$ cat src/rtl/alu_pkg.sv
// Shared ALU constants: shift op codes, shift-unit state encodings and default widths.
package alu_pkg;

    localparam int unsigned DEF_WIDTH   = 32;
    localparam int unsigned DEF_SHAMT_W = 5;

    localparam logic OP_SLL = 1'b0;
    localparam logic OP_SRA = 1'b1;

    typedef enum logic [1:0] {
        ST_IDLE  = 2'd0,
        ST_SHIFT = 2'd1,
        ST_DONE  = 2'd2
    } state_e;

endpackage

$ cat src/rtl/seq_shift_unit_shift1.sv
// One mux row of the shifter: shifts A by a single bit, SLL with zero fill or SRA with sign fill.
module shift1_stage
    import alu_pkg::*;
#(
    parameter int unsigned WIDTH = DEF_WIDTH
) (
    output logic [WIDTH-1:0] out,
    input  logic             op,
    input  logic [WIDTH-1:0] A
);

    assign out = (op == OP_SRA) ? {A[WIDTH-1], A[WIDTH-1:1]}
                                : {A[WIDTH-2:0], 1'b0};

endmodule

$ cat src/rtl/seq_shift_unit.sv
// Multicycle SLL/SRA unit: loads an operand on start, shifts one bit per clock, pulses o_done when finished.
module seq_shift_unit
    import alu_pkg::*;
#(
    parameter int unsigned WIDTH   = DEF_WIDTH,
    parameter int unsigned SHAMT_W = DEF_SHAMT_W
) (
    input  logic               clock,
    input  logic               reset,
    input  logic               ctrl_start,
    input  logic               i_op,
    input  logic [WIDTH-1:0]   i_data,
    input  logic [SHAMT_W-1:0] i_shamt,
    output logic               o_ready,
    output logic               o_busy,
    output logic               o_done,
    output logic [WIDTH-1:0]   o_result
);

    state_e             r_state;
    logic [WIDTH-1:0]   r_acc;
    logic [SHAMT_W-1:0] r_cnt;
    logic               r_op;

    state_e             w_state_nxt;
    logic [WIDTH-1:0]   w_acc_nxt;
    logic [SHAMT_W-1:0] w_cnt_nxt;
    logic               w_op_nxt;
    logic [WIDTH-1:0]   w_shifted;

    shift1_stage #(
        .WIDTH (WIDTH)
    ) u_shift1 (
        .out (w_shifted),
        .op  (r_op),
        .A   (r_acc)
    );

    always_ff @(posedge clock) begin
        if (reset) begin
            r_state <= ST_IDLE;
            r_acc   <= '0;
            r_cnt   <= '0;
            r_op    <= OP_SLL;
        end else begin
            r_state <= w_state_nxt;
            r_acc   <= w_acc_nxt;
            r_cnt   <= w_cnt_nxt;
            r_op    <= w_op_nxt;
        end
    end

    // Zero shift amount skips SHIFT so the counter never wraps below zero.
    always_comb begin
        w_state_nxt = r_state;
        w_acc_nxt   = r_acc;
        w_cnt_nxt   = r_cnt;
        w_op_nxt    = r_op;
        case (r_state)
            ST_IDLE: begin
                if (ctrl_start) begin
                    w_acc_nxt   = i_data;
                    w_cnt_nxt   = i_shamt;
                    w_op_nxt    = i_op;
                    w_state_nxt = (i_shamt == '0) ? ST_DONE : ST_SHIFT;
                end
            end
            ST_SHIFT: begin
                w_acc_nxt = w_shifted;
                w_cnt_nxt = r_cnt - SHAMT_W'(1);
                if (r_cnt == SHAMT_W'(1)) begin
                    w_state_nxt = ST_DONE;
                end
            end
            ST_DONE: begin
                w_state_nxt = ST_IDLE;
            end
            default: begin
                w_state_nxt = ST_IDLE;
            end
        endcase
    end

    assign o_ready  = (r_state == ST_IDLE);
    assign o_busy   = (r_state != ST_IDLE);
    assign o_done   = (r_state == ST_DONE);
    assign o_result = r_acc;

endmodule

$ cat config.mk
export PLATFORM = sky130hd
export DESIGN_NAME = seq_shift_unit
export DESIGN_NICKNAME = d
export VERILOG_FILES = /design/src/rtl/alu_pkg.sv /design/src/rtl/seq_shift_unit_shift1.sv /design/src/rtl/seq_shift_unit.sv
export SDC_FILE = /design/constraint.sdc
export NUM_CORES = 1
export LEC_CHECK = 0
export CAP_MARGIN = 20
export CORE_ASPECT_RATIO = 0.9
export CORE_UTILIZATION = 28
export DETAILED_ROUTE_END_ITERATION = 7
export SYNTH_ARGS = -nofsm -noshare
export SYNTH_HDL_FRONTEND = slang
export SYNTH_SLANG_ARGS = --single-unit
export TNS_END_PERCENT = 5
$ cat constraint.sdc
create_clock -name clock -period 3.85 [get_ports clock]
set_clock_uncertainty 0.2 [all_clocks]
set_input_delay 0.385 -clock clock [delete_from_list [all_inputs] [get_ports clock]]
set_output_delay 0.385 -clock clock [all_outputs]
set_load 0.005 [all_outputs]
==> results.md, run 1 <==
- After the first detailed-routing iteration, the DRC count stood at 102.
- TritonCTS built the clock tree.
- Detailed placement finished with a half-perimeter wire length of 4.41 mm.
- The number of setup buffers added after CTS is 0.
- The number of standard cells after synthesis is 261.
- For this design the top-level I/O count stands at 76.
- The number of vias after detailed routing is 2132.
- The share of the Yosys chip area taken by registers is 0.345.
- The hold violation count in the final report is 0.
- The final worst-path cycle share is 0.613.
- The maximum fanout count along the critical path is 27.
- The area growth from synthesis to layout is 35.8%.
- The initial core utilization is 0.289.
- For this run, the share of the core covered by cells in the final layout is 0.392.
- The total detailed-routing wirelength is 6.34 mm.
- The tree built by TritonCTS fans out to 40 sinks.
- After synthesis the netlist holds a flip-flop and latch count of 40.
- The number of failing setup endpoints in the final timing report is 0.
- The tool flagged a number of max-cap violations equal to 0.
- The synthesized netlist net count is 304.
- The H-tree generated during clock tree synthesis spans 2 levels.
- The final setup TNS is 0 ns.
- Setup repair after global routing left no endpoint under its margin.
- Across the VDD grid, the largest voltage drop is 0.000184 V.
- After synthesis, the netlist uses 38 different library cells.
- The routed design uses 3.00 mm of met2 wire.
- The synthesized area is 2320 sq um.
- Walking the worst path, the cells encountered are nor2b_4, buf_4, nand2_1, o211ai_1, a21oi_1.
- The pre-antenna-repair detailed-routing pass consisted of 6 iterations.
- The largest stage delay on the critical path is 0.71 ns.
- In the final layout, the share of cells above drive strength 1 is 0.118.
- The number of buffers inserted during clock tree synthesis is 5.
- The tightest min-delay check is of the reg -> reg type.
- The worst setup path is captured at a register.
- The insertion delay to the later sink of the worst-skew pair is 0.29 ns.
- The width of the die is 97.9 um.
- The setup path with the least slack is of type reg -> reg.
- Summed over all instances, the cell type with the most area after synthesis is sky130_fd_sc_hd__dfxtp_1.
- The clock transition at the registers of the reported paths is 0.08 ns.
- The floorplan step set the die height to 88.3 um.
- The cell chosen for the clock root is sky130_fd_sc_hd__clkbuf_8.
- The via count of the first global-routing pass is 2104.
- At the pin with the least slew margin, the transition time is 1.03 ns.
- The most common cell after layout, fill and taps aside is sky130_fd_sc_hd__clkdlybuf4s50_1.
- In the global route stage, overall resource usage came out at 0.148.
- The count of nets after finishing is 364.
- The kind of cell with the highest combined delay on the critical path is simple AND/OR/NAND/NOR gates.
- The number of hold buffers added after CTS was 0.
- The die covers 8650 sq um.
- The smallest clock period supported by the final layout is computed as 2.36 ns.
- The post-route DRC violation count is 4.
- The maximum number of pins on one net before global-route repair is 34.
- By area the synthesized netlist is led by sky130_fd_sc_hd__dfxtp_1 35%, sky130_fd_sc_hd__mux2i_1 7.8%, sky130_fd_sc_hd__nand2_1 6.8%.
- Derived from the worst setup path, the maximum achievable clock frequency is 0.423 GHz.
- After floorplanning, the core was divided into 31 placement rows.
- After detailed routing, the average wire length per cell comes to 15.1 um.
- In this run the tightest slew margin relative to its limit is 0.311.
- The cell area power density is 400 nW/um^2.
- On the critical path, the stage with the largest delay is an instance of sky130_fd_sc_hd__nor2b_4.
- The checks that failed: DRC.
- The weighted congestion reported at the end of routability-driven placement is 0.792.
- The highest layer touched by signal routing is met4.
- The antenna diode instance count is 0.
- The number of pins exceeding their max-slew limit in the final report came to 0.
- The area of the core is 8030 sq um.
- The total congestion overflow is 0.
- The first global-routing pass estimated 10.3 mm of wire.
- The initial antenna violation count is 0.
- During synthesis, Yosys emitted a total of 0 warnings.
- The run finished, with violations left.
- In this run the mean area of a mapped cell was 8.88 sq um.
- The per-cell via count in the routed design is 5.06.
- In the detailed route, the total length drawn on met3 is 271 um.
- In this run the tool buffered the top-level ports with 75 buffer cells.
- The arrival time reported for the critical path endpoint is 2.31 ns.
- In this run the remaining antenna-violating nets after routing total 0.
- After clock tree synthesis, the repair step resized 0 gates.
- The top cell types in the final layout, fill and taps aside, are 75 x sky130_fd_sc_hd__clkdlybuf4s50_1, 42 x sky130_fd_sc_hd__nand2_1, 39 x sky130_fd_sc_hd__dfxtp_1, 22 x sky130_fd_sc_hd__a21oi_1, 19 x sky130_fd_sc_hd__o211ai_1.
- STA classifies the critical path startpoint as a register.
- Of the post-synthesis cell area, the dominant cell type holds 0.345.
- Summed over all cells, the static leakage comes to 1.10 nW.
- The critical path buffer and inverter count is 1.
- The met1 wire length is 3.03 mm.
- The required time at the worst-slack endpoint is 3.80 ns.
- The maximum number of buffers from clock root to sink is 2.
-- routing by layer --
| metal | global-route usage | vias up |
|---|---|---|
| met5 | 0 | - |
| met4 | 0.0413 | 0 |
| met3 | 0.0300 | 4 |
| met2 | 0.259 | 50 |
| met1 | 0.187 | 1010 |
| li1 | - | 1068 |
-- tightest hold or removal path: stages (launching register included) --
cell and delay, ns:
sky130_fd_sc_hd__dfxtp_1 0.33, sky130_fd_sc_hd__nand2_1 0.06, sky130_fd_sc_hd__a21oi_1 0.05
-- per-stage QoR --
step	power [mW]	area (sq um)	setup WS, ns	hold slack [ns]	instances
after floorplan	0.766	2320	2.32	0.245	261
after global placement	0.919	3040	1.30	0.260	413
after CTS	1.27	3150	1.50	0.275	421
final	1.26	3150	1.49	0.275	421
after detailed placement	0.928	3040	1.28	0.265	413
after global routing	1.33	3150	1.26	0.296	421
-- cell usage after synthesis, drive strengths merged --
cell / instances
nor3: 15
mux2i: 18
dfxtp: 40
nand3: 1
or4: 1
buf: 20
a221oi: 14
a31oi: 2
a32o: 1
clkinv: 1
mux2: 13
nor3b: 1
o21ai: 6
nand2: 42
o221ai: 1
a211oi: 2
nor2: 20
ha: 2
inv: 6
xor2: 2
a21oi: 22
o211ai: 19
or3: 1
clkbuf: 4
a311oi: 1
nor2b: 3
nor4b: 1
nand4: 2
-- path summary, 6_finish.rpt --
check	cells after the start	to	slack, ns	startpoint
min	2	r_cnt[1]	0.27	r_cnt[1]
max reg2reg	5	o_result[6]	1.49	r_state[0]
max	5	o_result[6]	1.49	r_state[0]
min reg2reg	2	r_cnt[1]	0.27	r_cnt[1]
-- sequential cells by signal (all words and copies together) (netlist names) --
register	count
r_state	2
r_cnt	5
o_result	32
r_op	1
-- cells by family after synthesis --
| family | Yosys count | share of synthesized area |
|---|---|---|
| AND/OR/NAND/NOR | 87 | 0.166 |
| AO/OA/AOI/OAI | 68 | 0.228 |
| flip-flops | 40 | 0.345 |
| buffers and inverters | 31 | 0.0874 |
| multiplexers | 31 | 0.155 |
| XOR/XNOR | 2 | 0.00756 |
| adder cells (fa/ha/maj) | 2 | 0.0108 |
-- power breakdown --
group | switching [mW] | internal, mW | leakage [nW]
combinational | 0.163 | 0.219 | 0.718
sequential | 0.0713 | 0.463 | 0.332
clock | 0.150 | 0.193 | 0.0552
total | 0.385 | 0.874 | 1.10
-- final cells by class --
cell class	count	area, sq um
Clock buffer	6	72.6
Clock inverter	2	35.0
Fill cell	805	4880
Inverter	7	27.5
Multi-Input combinational cell	190	1320
Sequential cell	40	802
Tap cell	99	124
Timing Repair Buffer	77	766
Note: power is estimated with default switching activity, not from simulation.
==> run 2: changes to the inputs <==
Clock period 3.85 ns to 1.95 ns, I/O delays scaled along.
==> run 2 against run 1 <==
Against the previous run:
- the flow still finishes with violations (DRC)
- final area grew 2.8%
- sequential cell count is the same
- worst hold slack gained 0.0085 ns
- worst setup slack lost 1.4 ns
- largest power group unchanged
==> results.md, run 2 (synthesized netlist as in run 1, its figures left out) <==
- The run finished, with violations left.
- The checks that failed: DRC.
- The area of the multi-input gates is 1320 sq um (unchanged).
- The kind of cell with the highest combined delay on the critical path is buffers and inverters.
- The via count of the first global-routing pass is 2056 (-2.3%).
- The total of max-cap violations is 0 (unchanged).
- The number of hold buffers added after CTS was 0 (unchanged).
- The critical path capture point type is an output port.
- The critical path is of the reg -> out type.
- The initial core utilization came to 0.289 (unchanged).
- The total half-perimeter wirelength after legalization and detailed placement came to 4.60 mm (+4.2%).
- The maximum number of buffers from clock root to sink came to 2 (unchanged).
- The total number of placement rows is 31 (unchanged).
- The area enclosed by the die boundary is 8650 sq um (unchanged).
- The number of buffer cells added on primary ports came to 75 (unchanged).
- The first-pass GRT wire length is 10.1 mm (-2.0%).
- For this run, the top clock speed supported by timing is 0.544 GHz.
- Setup repair after global routing left no endpoint under its margin.
- The number of setup buffers added after CTS is 0 (unchanged).
- The final total power was 2.37 mW (+88%).
- The peak ir drop on the vdd network is 0.000284 V (+54%).
- The leakage power total is 1.16 nW (+5.0%).
- The depth of the worst register-to-register path is 4 (-1).
- The cell area power density is 733 nW/um^2 (+83%).
- The total number of H-tree levels is 2 (unchanged).
- The register area came to 805 sq um (+0.31%).
- The initial antenna violation count was 0 (unchanged).
- The worst slew slack as a fraction of its limit came to 0.759 (+0.448).
- From synthesis to final layout, the design area changed by 39.6%.
- The insertion delay to the later sink of the worst-skew pair is 0.28 ns (about the same).
- The critical path buffer and inverter count came to 1 (unchanged).
- The wire length per cell after detailed routing is 14.6 um (-3.2%).
- The most common cell after layout, fill and taps aside is sky130_fd_sc_hd__clkdlybuf4s50_1.
- The signal on the critical path passes through nor2_1, clkdlybuf4s50_1.
- The flip-flop count of the largest register after layout is 32 (unchanged).
- The startpoint of the worst-slack reg-to-reg timing path is r_op.
- The type of element launching the critical path is a register.
- The fill cell instance count of the final layout is 798 (-0.87%).
- The vertical extent of the die is 88.3 um (unchanged).
- The required time at the worst-slack endpoint came to 1.55 ns (-2.25 ns).
- The endpoint of the worst setup timing path is o_ready.
- The number of cells traversed by the worst hold path came to 2 (unchanged).
- The count of cells resized by post-cts repair is 0 (unchanged).
- The largest stage delay on the critical path is 0.55 ns (-0.16 ns).
- The count of routing violations after the opening detailed-route iteration is 114 (+12%).
- The number of buffers inserted during clock tree synthesis is 5 (unchanged).
- The shortest period the worst path allows is 1.84 ns.
- The startpoint of the worst setup timing path is r_state[0].
- The critical path depth is 2 (-3).
- The antenna diode instance count is 0 (unchanged).
- The maximum fanout count along the critical path is 7 (-74%).
- The overall global routing resource usage is 0.147 (-0.000885).
- The worst-case register-to-register setup slack came to 0.35 ns (-1.14 ns).
- The post-route non-filler standard cell count is 432 (+2.6%).
- The final setup TNS is 0 ns (unchanged).
- The cell with the biggest individual delay on the critical path is sky130_fd_sc_hd__clkdlybuf4s50_1.
- The per-cell via count in the routed design came to 4.99 (-1.5%).
- The number of nets with antenna violations after routing is 0 (unchanged).
- The number of failing setup endpoints in the final timing report is 0 (unchanged).
- The number of sinks handled by clock tree synthesis is 40 (unchanged).
- The total placed instance area is 3160 sq um (+3.8%).
- The clock transition at the registers of the reported paths is 0.07 ns (about the same).
- The launch point of the worst hold path is r_cnt[1].
- The area of the core was 8030 sq um (unchanged).
- The number of iterations in the first detailed-routing pass is 6 (unchanged).
- The library cells used most frequently in the layout, excluding fill and tap cells, are 75 x sky130_fd_sc_hd__clkdlybuf4s50_1, 42 x sky130_fd_sc_hd__nand2_1, 37 x sky130_fd_sc_hd__dfxtp_1, 22 x sky130_fd_sc_hd__a21oi_1, 19 x sky130_fd_sc_hd__o211ai_1.
- The worst hold-check slack is 0.283 ns (+0.00846 ns).
- The class of the worst hold path is reg -> reg.
- The weighted congestion reported at the end of routability-driven placement is 0.816 (+3.0%).
- The hold violation count in the final report was 0 (unchanged).
- The fraction of final layout cells with drive strength greater than 1 is 0.153 (+0.0351).
- The number of ports placed on the die boundary is 76 (unchanged).
- Dividing the final minimum period by the clock period gives 0.942.
- The arrival time reported for the critical path endpoint is 1.44 ns (-0.87 ns).
- The total detailed-routing wirelength is 6.30 mm (-0.66%).
- The count of nets after finishing is 376 (+3.3%).
- The cell area after layout is 3240 sq um (+2.8%).
- The post-route DRC violation count was 4 (unchanged).
- The width of the die is 97.9 um (unchanged).
- The maximum number of pins on one net before global-route repair is 35 (+2.9%).
- The number of pins exceeding their max-slew limit in the final report was 0 (unchanged).
- In this run the critical register-to-register path is captured at o_result[26].
- The cell chosen for the clock root is sky130_fd_sc_hd__clkbuf_8.
- The number of vias after detailed routing is 2154 (+1.0%).
- The total congestion overflow was 0 (unchanged).
- The number of placed instances, taps included is 425 (+2.9%).
- The slew at the pin closest to its max-slew limit is 0.360 ns (-0.673 ns).
- The TritonCTS clock tree is built.
==> run 2: changes by cell type in the layout (fill, tap and decap cells not counted) <==
cell                        change
sky130_fd_sc_hd__buf_12         +2
sky130_fd_sc_hd__dfxtp_2        +2
sky130_fd_sc_hd__buf_4         +10
sky130_fd_sc_hd__dfxtp_1        -2
sky130_fd_sc_hd__bufinv_16      -1
==> run 2: worst register-to-register path, cell delays in order (launching register included) <==
cell and delay [ns]:
sky130_fd_sc_hd__dfxtp_2 0.33, sky130_fd_sc_hd__buf_4 0.31, sky130_fd_sc_hd__mux2_4 0.34, sky130_fd_sc_hd__a221oi_2 0.24, sky130_fd_sc_hd__nor3_1 0.07
==> run 2: where the power goes <==
part           switching [mW]  total (mW)  internal [mW]  leakage (nW)
clock network           0.275       0.518          0.243        0.0410
logic                   0.363       0.830          0.468         0.786
registers               0.108        1.02          0.915         0.332
total                   0.745        2.37           1.63          1.16
==> run 2: worst min path at each step <==
| stage | slack, ns | end |
|---|---|---|
| floorplan | 0.14 | r_op |
| global placement | 0.27 | r_cnt[1] |
| detailed placement | 0.27 | r_cnt[1] |
| CTS | 0.28 | r_cnt[1] |
| global route | 0.31 | o_result[1] |
| finish | 0.28 | r_cnt[1] |
==> run 2: final cells by class <==
cell class | count | area share
clock buffers | 6 | 0.0224
clock inverters | 1 | 0.00155
inverters | 7 | 0.00850
multi-input cells | 190 | 0.409
flip-flops and latches | 40 | 0.249
well taps | 99 | 0.0383
repair buffers | 89 | 0.272
==> run 2: layer usage <==
| layer | part of all wire | GRT usage | vias up |
|---|---|---|---|
| li1 | - | - | 1086 |
| met5 | 0 | 0 | - |
| met2 | 0.47 | 0.244 | 67 |
| met3 | 0.062 | 0.0300 | 4 |
| met1 | 0.46 | 0.194 | 997 |
| met4 | 0.0075 | 0.0468 | 0 |
==> run 2: through the flow <==
stage / util / setup slack, ns
2_1_floorplan: - / 0.457
3_3_place_gp: 0.393 / 0.132
6_report: 0.403 / 0.113
4_1_cts: 0.403 / 0.0506
5_1_grt: 0.403 / 0.0228
3_5_place_dp: 0.393 / 0.103
==> run 3: changes to the inputs <==
Settings changed: ABC_CLOCK_PERIOD_IN_PS set to 1950.
==> results of run 3 <==
Same layout as run 2: the final DEF is identical, and so are final timing and power.
